`config.mk`:
```
export PLATFORM = sky130hd
export DESIGN_NAME = ctrl_unit_fsm_irq
export DESIGN_NICKNAME = d
export VERILOG_FILES = /design/src/rtl/ctrl_unit_fsm_irq.sv
export SDC_FILE = /design/constraint.sdc
export NUM_CORES = 1
export LEC_CHECK = 0
export BUFFER_PORTS_ARGS = -buffer_cell sky130_fd_sc_hd__buf_2
export CAP_MARGIN = 10
export CORE_ASPECT_RATIO = 1.2
export CORE_MARGIN = 1
export CORE_UTILIZATION = 37
export DETAILED_ROUTE_END_ITERATION = 12
export GPL_TIMING_DRIVEN = 0
export PLACE_DENSITY = 0.8
export SLEW_MARGIN = 15
export SYNTH_ARGS = -nofsm -noshare
export SYNTH_HDL_FRONTEND = slang
export SYNTH_SLANG_ARGS = --single-unit
```
`constraint.sdc`:
```
create_clock -name clk -period 1.7 [get_ports clk]
set_input_delay 0.17 -clock clk [delete_from_list [all_inputs] [get_ports clk]]
set_output_delay 0.17 -clock clk [all_outputs]
set_load 0.01 [all_outputs]
```
`src/rtl/ctrl_unit_fsm_irq.sv`:
```
// Multicycle control FSM for the 8-bit Gumnut-style core: fetch/decode/execute/memory/write-back
// sequencing with prioritised interrupts, bus-ack timeout and separate data/port strobes.
module ctrl_unit_fsm_irq #(
  parameter int NUM_IRQ     = 4,
  parameter int ACK_TIMEOUT = 15,
  localparam int IRQ_W      = (NUM_IRQ > 1) ? $clog2(NUM_IRQ) : 1
) (
  input  logic               clk,
  input  logic               rst,
  input  logic [6:0]         op_i,
  input  logic [2:0]         func_i,
  input  logic [NUM_IRQ-1:0] irq_i,
  input  logic               inst_ack_i,
  input  logic               data_ack_i,
  input  logic               port_ack_i,
  output logic               inst_cyc_o,
  output logic               inst_stb_o,
  output logic               data_cyc_o,
  output logic               data_stb_o,
  output logic               data_we_o,
  output logic               port_cyc_o,
  output logic               port_stb_o,
  output logic               port_we_o,
  output logic               ir_we_o,
  output logic               pc_en_o,
  output logic               push_o,
  output logic               pop_o,
  output logic               alu_en_o,
  output logic               flags_we_o,
  output logic               reg_wr_o,
  output logic               int_ack_o,
  output logic [IRQ_W-1:0]   int_vec_o,
  output logic               ie_o,
  output logic               stby_o,
  output logic               bus_err_o
);

  localparam int CNT_W = (ACK_TIMEOUT > 1) ? $clog2(ACK_TIMEOUT) : 1;
  localparam logic [CNT_W-1:0] CNT_LAST = CNT_W'((ACK_TIMEOUT > 0) ? ACK_TIMEOUT - 1 : 0);

  typedef enum logic [2:0] {
    S_FETCH, S_DECODE, S_EXECUTE, S_MEM, S_WRITEBACK, S_INT, S_ERR
  } state_t;

  state_t           state, nxt;
  logic [CNT_W-1:0] cnt;
  logic             ie_d;
  logic [IRQ_W-1:0] vec_d, winner;
  logic             found, pend, waiting, to_hit, any_ack, bus_ack;
  logic             is_alu_imm, is_mem, is_shift, is_alu_reg, is_jump, is_misc;

  always_comb begin
    is_alu_imm = ~op_i[6];
    is_mem     = (op_i[6:5] == 2'b10);
    is_shift   = (op_i[6:4] == 3'b110);
    is_alu_reg = (op_i[6:3] == 4'b1110);
    is_jump    = (op_i[6:2] == 5'b11110);
    is_misc    = (op_i == 7'b1111110);
  end

  always_comb begin
    winner = '0;
    found  = 1'b0;
    for (int unsigned i = 0; i < NUM_IRQ; i++) begin
      if (irq_i[i] && !found) begin
        winner = IRQ_W'(i);
        found  = 1'b1;
      end
    end
  end

  assign pend    = ie_o & (|irq_i);
  assign any_ack = inst_ack_i | data_ack_i | port_ack_i;
  assign bus_ack = func_i[1] ? port_ack_i : data_ack_i;
  assign to_hit  = (ACK_TIMEOUT != 0) && (cnt == CNT_LAST);

  always_comb begin
    nxt        = state;
    ie_d       = ie_o;
    vec_d      = int_vec_o;
    waiting    = 1'b0;
    inst_cyc_o = 1'b0;
    inst_stb_o = 1'b0;
    data_cyc_o = 1'b0;
    data_stb_o = 1'b0;
    data_we_o  = 1'b0;
    port_cyc_o = 1'b0;
    port_stb_o = 1'b0;
    port_we_o  = 1'b0;
    ir_we_o    = 1'b0;
    pc_en_o    = 1'b0;
    push_o     = 1'b0;
    pop_o      = 1'b0;
    alu_en_o   = 1'b0;
    flags_we_o = 1'b0;
    reg_wr_o   = 1'b0;
    int_ack_o  = 1'b0;
    stby_o     = 1'b0;
    bus_err_o  = 1'b0;
    unique case (state)
      S_FETCH: begin
        inst_cyc_o = 1'b1;
        inst_stb_o = 1'b1;
        waiting    = 1'b1;
        if (inst_ack_i) begin
          ir_we_o = 1'b1;
          nxt     = S_DECODE;
        end else if (to_hit) begin
          nxt = S_ERR;
        end
      end
      S_DECODE: begin
        if (is_alu_imm || is_alu_reg || is_shift || is_mem) begin
          pc_en_o = 1'b1;
          nxt     = S_EXECUTE;
        end else if (is_misc && func_i[2:1] == 2'b10) begin
          // wait/stby park here; PC advances only on the way into INT
          if (pend) begin
            pc_en_o = 1'b1;
            nxt     = S_INT;
          end else begin
            stby_o = func_i[0];
          end
        end else begin
          pc_en_o = 1'b1;
          push_o  = is_jump & func_i[0];
          pop_o   = is_misc & (func_i[2:1] == 2'b00);
          if (is_misc && (func_i == 3'b001 || func_i == 3'b010)) ie_d = 1'b1;
          if (is_misc && func_i == 3'b011) ie_d = 1'b0;
          nxt = pend ? S_INT : S_FETCH;
        end
      end
      S_EXECUTE, S_MEM: begin
        alu_en_o = (state == S_EXECUTE);
        if (is_mem) begin
          data_cyc_o = ~func_i[1];
          data_stb_o = ~func_i[1];
          data_we_o  = ~func_i[1] & func_i[0];
          port_cyc_o = func_i[1];
          port_stb_o = func_i[1];
          port_we_o  = func_i[1] & func_i[0];
          waiting    = 1'b1;
          if (bus_ack) nxt = func_i[0] ? (pend ? S_INT : S_FETCH) : S_WRITEBACK;
          else if (to_hit) nxt = S_ERR;
          else nxt = S_MEM;
        end else begin
          nxt = S_WRITEBACK;
        end
      end
      S_WRITEBACK: begin
        reg_wr_o   = 1'b1;
        flags_we_o = is_alu_imm | is_alu_reg | is_shift;
        nxt        = pend ? S_INT : S_FETCH;
      end
      S_INT: begin
        int_ack_o = 1'b1;
        push_o    = 1'b1;
        pc_en_o   = 1'b1;
        vec_d     = winner;
        ie_d      = 1'b0;
        nxt       = S_FETCH;
      end
      S_ERR: bus_err_o = 1'b1;
      default: nxt = S_FETCH;
    endcase
    // reset holds the state in FETCH, so its Moore strobes are masked here
    if (!rst) begin
      inst_cyc_o = 1'b0;
      inst_stb_o = 1'b0;
      data_cyc_o = 1'b0;
      data_stb_o = 1'b0;
      data_we_o  = 1'b0;
      port_cyc_o = 1'b0;
      port_stb_o = 1'b0;
      port_we_o  = 1'b0;
      ir_we_o    = 1'b0;
      pc_en_o    = 1'b0;
      push_o     = 1'b0;
      pop_o      = 1'b0;
      alu_en_o   = 1'b0;
      flags_we_o = 1'b0;
      reg_wr_o   = 1'b0;
      int_ack_o  = 1'b0;
      stby_o     = 1'b0;
      bus_err_o  = 1'b0;
    end
  end

  always_ff @(posedge clk or negedge rst) begin
    if (!rst) begin
      state     <= S_FETCH;
      ie_o      <= 1'b0;
      int_vec_o <= '0;
      cnt       <= '0;
    end else begin
      state     <= nxt;
      ie_o      <= ie_d;
      int_vec_o <= vec_d;
      if (nxt != state && (nxt == S_FETCH || nxt == S_EXECUTE)) cnt <= '0;
      else if (any_ack) cnt <= '0;
      else if (waiting && ACK_TIMEOUT != 0) cnt <= cnt + CNT_W'(1);
    end
  end

endmodule

```
## After elaboration in Yosys (flattened, before gate mapping)

Cells that the tools add are included.
W data, S select, Z words.

- Flip-flop bits (word level): 10
- Bits in latches: 0
- Bits in writable memories: 0
- ROM bits: 0
- Input port bits: 19
- Output and inout port bits: 21
- Word-level logic and storage cells: 133
- Memories: 0

- $add $sub $neg: 1
- Multipliers: 0
- Div/mod/pow operators: 0
- Magnitude comparators: 0
- Equality and inequality tests: 21
- Shift operators: 0
- Muxes and demuxes: 73
- Bitwise logic cells: 11
- Reductions and logical operators: 23

Operators by type and width:

| operator | number |
|---|---|
| $mux W1 | 53 |
| $mux W3 | 10 |
| $eq A3 B2 Y1 const B | 5 |
| $pmux W3 S5 | 1 |
| $eq A3 B3 Y1 const B | 4 |
| $mux W4 | 3 |
| $eq A4 B4 Y1 const B | 2 |
| $pmux W1 S2 | 4 |
| $eq A7 B7 Y1 const B | 1 |
| $logic_and A1 B1 Y1 | 7 |
| $eq A3 B1 Y1 const B | 2 |
| $logic_not A3 Y1 | 2 |
| $and A1 B1 Y1 | 5 |
| $eq A5 B5 Y1 const B | 1 |
| $logic_or A1 B1 Y1 | 5 |
| $add A4 B1 Y4 const B | 1 |
| $eq A2 B2 Y1 const B | 2 |
| $mux W2 | 2 |
| $ne A2 B2 Y1 const B | 2 |
| $or A1 B1 Y1 | 4 |
| $reduce_and A4 Y1 | 1 |
| $reduce_or A4 Y1 | 1 |
| $logic_not A1 Y1 | 3 |
| $ne A3 B3 Y1 | 1 |
| other kinds (6) | 7 |

## Logic depth before layout (Yosys ltp)

Gate-level depths: netlist of the first run.

- Word-level depth: 11
- Gate-level depth with buffers: 7
- Depth with buffers taken out: 7

## Worst setup path before layout of the first run

Ideal clock, no wire load.

- Path type: register to output
- Start point: register state[2]
- End point: output port data_we_o
- Arrival time: 1.523 ns
- Required time: 1.530 ns
- Setup slack: 0.007 ns
- Stages on the path, launching flop included: 6
- Buffers on the path: 1
- Path through: dfrtp_1 > nor4bb_1 > clkbuf_1 > nand2_1 > nor2_1 > and2_1

- Word-level cells in the longest chain between the ends: 4
- Elaborated cells on any way between the ends: 5
- Those cells by class: 2 x eq/ne; 2 x mux; 1 x reduce/logical

Ends and longest elaborated chain:

| what | line | RTL |
|---|---|---|
| from (decl) | 45 | `state_t state, nxt;` |
| from (signal assigned) | 196 | `state <= nxt;` |
| $eq A3 B2 Y1 | 100 | `unique case (state)` |
| $reduce_or A2 Y1 * | 100 |  |
| $mux W1 * | 100 |  |
| $mux W1 * | 167 | `if (!rst) begin` |
| to (decl) | 20 | `output logic data_we_o,` |

Every way passes the cells marked *; elsewhere a longest branch is shown, timed or not.

## Worst setup path after layout of the first run

- Start point: register state[2]
- End point: output port stby_o

- Word-level cells in the longest chain between the ends: 3

Ends and longest elaborated chain:

| what | line | RTL |
|---|---|---|
| $eq A3 B1 Y1 | 100 |  |
| $mux W1 | 100 |  |
| $mux W1 | 167 |  |
| to (decl) | 34 | `output logic stby_o,` |

No other way between the ends.

==> results of run 1 <==
==> state kept, by name, indices dropped and copies added, names as in the netlist <==
register,cells
int_vec_o,2
ie_o,1
cnt,4
state,3
==> placed cells by master (no fill, tap or decap), types with 2 or more instances in the layout <==
master / synthesis / layout
a21oi_1: 9 / 4
o21ai_2: 0 / 2
clkbuf_4: 0 / 3
buf_8: 0 / 2
o31ai_1: 2 / 2
nor3_4: 0 / 2
buf_6: 0 / 7
a21oi_2: 0 / 4
nor2_1: 10 / 7
nand2_1: 13 / 11
a21oi_4: 1 / 2
o21ai_0: 6 / 4
nor3_1: 4 / 2
nor2b_2: 0 / 2
buf_4: 3 / 15
nor2b_1: 7 / 4
dfrtp_1: 10 / 7
nor2_4: 0 / 3
inv_1: 3 / 3
nand4b_1: 2 / 2
xnor2_1: 2 / 2
buf_2: 1 / 35
nand3_1: 5 / 4
and3_1: 5 / 4
and2_1: 3 / 2
dfrtp_2: 0 / 3
==> kinds of logic (layout without fill, tap and decap cells) <==
group           count (synthesis)  count (layout)  share of synthesized area
flops                          10              10                      0.281
xor+xnor                        2               2                     0.0197
simple gates                   58              58                      0.353
buf+inv                        10              67                     0.0562
mux                             2               2                     0.0239
compound gates                 30              30                      0.238
fa+ha+maj                       2               2                     0.0281
==> routing by layer <==
layer	wire length, um	track usage	vias up	part of all wire
li1	-	-	531	-
met1	1150	0.233	540	0.38
met2	1620	0.399	53	0.53
met3	123	0.0292	17	0.041
met4	140	0.122	0	0.046
met5	0	0	-	0
==> power by group through the flow <==
| stage | logic (uW) | clock network, uW | registers, uW |
|---|---|---|---|
| detailed placement | 638 | 0 | 371 |
| floorplan | 435 | 0 | 368 |
| finish | 998 | 226 | 384 |
| CTS | 800 | 226 | 370 |
| global placement | 623 | 0 | 371 |
| global route | 1090 | 245 | 388 |
==> repair_timing <==
item | CTS | global route
endpoints found under the hold margin | 10 | 0
resized for setup | 27 | 30
buffers inserted | 9 | 5
pin swaps | 5 | 4
setup endpoints to repair | 18 | 16
hold buffers | 1 | 0
==> metrics by stage <==
stage                     power [uW]  area, um2  hold slack [ns]  setup WS [ns]   util
after floorplan                  803        890           -0.126        0.00746      -
after global placement           993       1120           0.0707         -0.164  0.490
after detailed placement        1010       1120           0.0756         -0.188  0.490
after CTS                       1400       1350            0.112         -0.116  0.590
after global routing            1720       1490            0.115         -0.183  0.651
final                           1610       1490            0.114        -0.0945  0.651
==> worst reg2reg max path, delay by kind of cell, from the launching register on <==
kind,cells,cell delay (ns)
compound gates,4,0.81
fa+ha+maj,1,0.17
buf+inv,1,0.05
flops,1,0.36
simple gates,1,0.19
==> path summary, 6_finish.rpt <==
kind / depth (start not counted) / slack (ns) / from / end
hold / removal: 2 / 0.11 / irq_i[0] / int_vec_o[0]
max in group asynchronous: 2 / 0.82 / rst / state[2]
setup / recovery: 6 / -0.09 / state[2] / stby_o
hold reg to reg: 2 / 0.48 / int_vec_o[1] / int_vec_o[1]
setup reg to reg: 7 / -0.02 / cnt[0] / cnt[2]
min in group asynchronous: 2 / 0.52 / rst / cnt[3]
==> layout make-up <==
type | instances | area [um2]
fill | 186 | 796
tap | 31 | 38.8
timing repair buffer | 53 | 338
clock buffer | 4 | 36.3
buffer | 7 | 68.8
multi-input combinational | 94 | 739
sequential | 10 | 254
inverter | 3 | 11.3
==> results_dict.tcl, run 1 <==
set metrics [dict create \
    port-buffer-count 38 \
    n_antenna_cell 0 \
    die_y_um 55.7 \
    drtPass1Iterations 4 \
    overflow 0 \
    cts_made_buffers 3 \
    synth_largest_area_cell "dfrtp_1" \
    cp.arrival_ns 1.62 \
    min_path_type "input pin to flop" \
    finClkSkew_ns 0.00892 \
    cp-start-kind "flop" \
    power_frac_clock 0.141 \
    netlist-cell-type-count 40 \
    die_area_um2 2610 \
    slew_violations 0 \
    crit_family "simple AND/OR/NAND/NOR gates" \
    drive_gt1_frac 0.556 \
    vias 1141 \
    grt_start_max_net_pins 11 \
    clockBufferDepth 2 \
    dr.first_iter.drc_count 21 \
    setup_ws_ns -0.0945 \
    grt_pass1_vias 1045 \
    synth_ff_type "dfrtp_1" \
    critPathMaxStageDelay_ns 0.45 \
    clk_latency_ns 0.28 \
    synth_edf_count 0 \
    area_delta_synth_final_pct 67.1 \
    final_nets 193 \
    finalHoldViolCount 0 \
    crit_path_end_kind "output pin" \
    placementRows 19 \
    ys_seq_elements 10 \
    p_seq_frac 0.239 \
    async_flop_share 1.00 \
    p_leak_uw 0.000726 \
    synth_commonest_cells "13 x nand2_1, 10 x dfrtp_1, 10 x nor2_1" \
    ir_drop_v 0.000634 \
    status "finished, violations left" \
    cts_root_buf "clkbuf_4" \
    relSlewSlack 0.663 \
    slowest_stage "dfrtp_2" \
    syn_nets 135 \
    fin_setup_tns_ns -0.417 \
    cts_tree "done" \
    antenna_left 0 \
    grt_antenna_before_repair 0 \
    worst_pin_slew_ns 0.502 \
    die_w_um 46.8 \
    required_ns 1.53 \
    htree_levels 1 \
    post_drt_wl_per_cell_um 15.0 \
    synth-warning-count 0 \
    p_sw_frac 0.443 \
    critPathBufInv 2 \
    route.detailed.drc 0 \
    dp.cells 183 \
    grt_pass1_wl_mm 4.28 \
    cts.sinks 10 \
    synth_area_leaders "dfrtp_1 28%, nand2_1 5.5%, a21oi_1 5.1%, nor2b_1 4.9%, nor2_1 4.2%" \
    synthCells 114 \
    final_cells 202 \
    rsz0062_at_grt "true" \
    drv_cap 0 \
    synth-seq-area-share 0.281 \
    p_per_area_nw_per_um2 1080 \
    design.core.area_um2 2280 \
    internal-power_uw 896 \
    setup-violations-final 9 \
    power_frac_comb 0.621 \
    violations "negative setup slack" \
    ios 40 \
    via_per_inst 5.65 \
    routed_wl_mm 3.04 \
    postSynthAreaPerCell_um2 7.80 \
    initial_core_util 0.390 \
    clk_pin_slew_ns 0.06 \
    crit_type "flop to output pin" \
    min_period_over_period 1.06 \
    grt_util_all_layers 0.223 \
    post-synth-top-count-cell "nand2_1" \
    cp_cell_sequence "buf_8 > nor2_4 > nand2_2 > or3_4 > nor3_2 > buf_2" \
    synth_area_um2 890 \
    min_period_ns 1.79 \
    dp_hpwl_mm 1.87 \
    gp_congestion 0.903 \
    synth_top_area_frac 0.281 \
    critical_path.max_fanout 3 \
    fmax_mhz 557 \
    switching_power_uw 713 \
]
No activity file was read; power rests on OpenSTA's default activity.
==> run 2, diff against run 1 <==
CORE_ASPECT_RATIO = unset   (was 1.2)
PLACE_DENSITY = 0.68   (was 0.8)
==> run 2 against run 1 <==
The run still ends with negative setup slack left. Largest power group unchanged. Largest cell class unchanged. Critical endpoint is now pc_en_o. Fmax about the same. Sequential power about the same. Global-route usage down 0.33 points. Clock skew down 0.0063 ns. Routed wire length down 6.9%. Die area about the same.
==> results_dict.tcl, run 2 (same netlist as run 1, synthesis figures left out) <==
set metrics [dict create \
    via_per_inst 5.48 \
    initial_core_util 0.398 \
    placementRows 17 \
    gp_congestion 0.917 \
    post_drt_wl_per_cell_um 14.1 \
    setup-violations-final 9 \
    power_frac_clock 0.138 \
    crit_path_end_kind "output pin" \
    finClkSkew_ns 0.00260 \
    final_cell_mix "38 x buf_2, 17 x buf_4, 11 x nand2_1, 8 x dfrtp_1, 7 x nor2_1" \
    worst_pin_slew_ns 0.468 \
    grt_pass1_vias 971 \
    vias 1096 \
    p_sw_frac 0.432 \
    dr.first_iter.drc_count 23 \
    switching_power_uw 690 \
    status "finished, violations left" \
    cts_made_buffers 3 \
    min_path_type "input pin to flop" \
    slew_violations 0 \
    min_period_ns 1.80 \
    port-buffer-count 38 \
    power_frac_comb 0.624 \
    fin_area_um2 1450 \
    worstReg2RegEnd "cnt[0]" \
    grt_pass1_wl_mm 4.28 \
    finalHoldViolCount 0 \
    die_w_um 51.0 \
    worstHoldPathCells 2 \
    p_seq_frac 0.238 \
    hold_slack_ns 0.110 \
    area_delta_synth_final_pct 62.4 \
    power_uw 1600 \
    fin_util 0.647 \
    ir_drop_v 0.000654 \
    final_common_cell "buf_2" \
    relSlewSlack 0.687 \
    reg_top3 "cnt: 4 flops, state: 3 flops, int_vec_o: 2 flops" \
    multiInputGateArea_um2 711 \
    crit_type "flop to output pin" \
    htree_levels 1 \
    dp_hpwl_mm 1.78 \
    cp.arrival_ns 1.63 \
    ff_latch_area_um2 253 \
    rsz0062_at_grt "true" \
    grt_antenna_before_repair 0 \
    filler_cell_count 187 \
    setup_ws_ns -0.0957 \
    route.detailed.drc 0 \
    min_period_over_period 1.06 \
    cts_tree "done" \
    routed_wl_mm 2.83 \
    worstHoldStart "irq_i[0]" \
    fmax_mhz 557 \
    drive_gt1_frac 0.529 \
    ios 40 \
    clockBufferDepth 2 \
    final_nets 194 \
    hold_end "int_vec_o[0]" \
    cts_root_buf "clkbuf_4" \
    antenna_left 0 \
    p_leak_uw 0.000720 \
    cts.sinks 10 \
    ff2ff_path_depth 8 \
    die_y_um 51.0 \
    grt_util_all_layers 0.220 \
    clk_latency_ns 0.27 \
    grt_start_max_net_pins 11 \
    overflow 0 \
    clk_pin_slew_ns 0.07 \
    drtPass1Iterations 4 \
    die_area_um2 2600 \
    cp-start-kind "flop" \
    p_per_area_nw_per_um2 1100 \
    violations "negative setup slack" \
    largest_register_ffs 4 \
    r2r_setup_slack_ns -0.04 \
    drv_cap 0 \
    reg2reg_from "state[2]" \
    top_register "cnt" \
    critical_path.max_fanout 3 \
    design.core.area_um2 2230 \
    internal-power_uw 906 \
    n_antenna_cell 0 \
    required_ns 1.53 \
    dpl_cell_area_um2 1110 \
]
## run 2: cell types whose count changed in the layout (fill, tap and decap cells not counted), sizes merged
cell	before	now
clkbuf	4	5
## run 2: cell type report
type,instances,area share
inverters,3,0.00779
repair buffers,54,0.232
well taps,28,0.0242
plain buffers,7,0.0442
flip-flops and latches,10,0.175
clock buffers,4,0.0251
multi-input cells,94,0.492
## run 2: timing repair
item,CTS,global route
pin swaps,5,8
hold buffers,1,0
resized for setup,20,23
endpoints found under the setup margin,16,17
hold endpoints to repair,10,0
setup buffers,10,5
## run 2: power by group through the flow
stage,clock [uW],sequential [uW],combinational [uW]
after floorplan,0,368,435
after global placement,0,369,624
after detailed placement,0,370,641
after CTS,222,369,823
after global routing,227,391,1080
final,220,381,995
## run 2: stage by stage
| step | std cells | worst slack (ns) | setup TNS (ns) |
|---|---|---|---|
| final | 200 | -0.0957 | -0.369 |
| after global routing | 200 | -0.157 | -1.18 |
| after CTS | 195 | -0.0876 | -0.402 |
| after detailed placement | 180 | -0.170 | -0.986 |
| after global placement | 180 | -0.149 | -0.788 |
| after floorplan | 114 | 0.00746 | 0 |
## run 2: how the worst max path moves through the flow
stage          depth (start not counted)   endpoint  slack (ns)      from
3_5_place_dp                           6  data_we_o       -0.17  state[2]
5_1_grt                                6    pc_en_o       -0.16  state[2]
4_1_cts                                6  data_we_o       -0.09  state[2]
2_1_floorplan                          5  data_we_o       0.007  state[2]
3_3_place_gp                           6  data_we_o       -0.15  state[2]
6_report                               6    pc_en_o        -0.1  state[2]
## run 2: worst max-delay path, cell delays in order (launching register included)
cell	delay (ns)
dfrtp_2	0.45
clkbuf_8	0.16
nor2_4	0.08
nand2_2	0.07
or3_4	0.33
nor2b_1	0.13
buf_2	0.13
## run 2: routing by layer
layer  vias to the layer above  track usage  wire [um]
met5                         -            0          0
met4                         0        0.125         44
met3                         6       0.0417         97
met2                        32        0.360       1500
met1                       527        0.267       1180
li1                        531            -          -
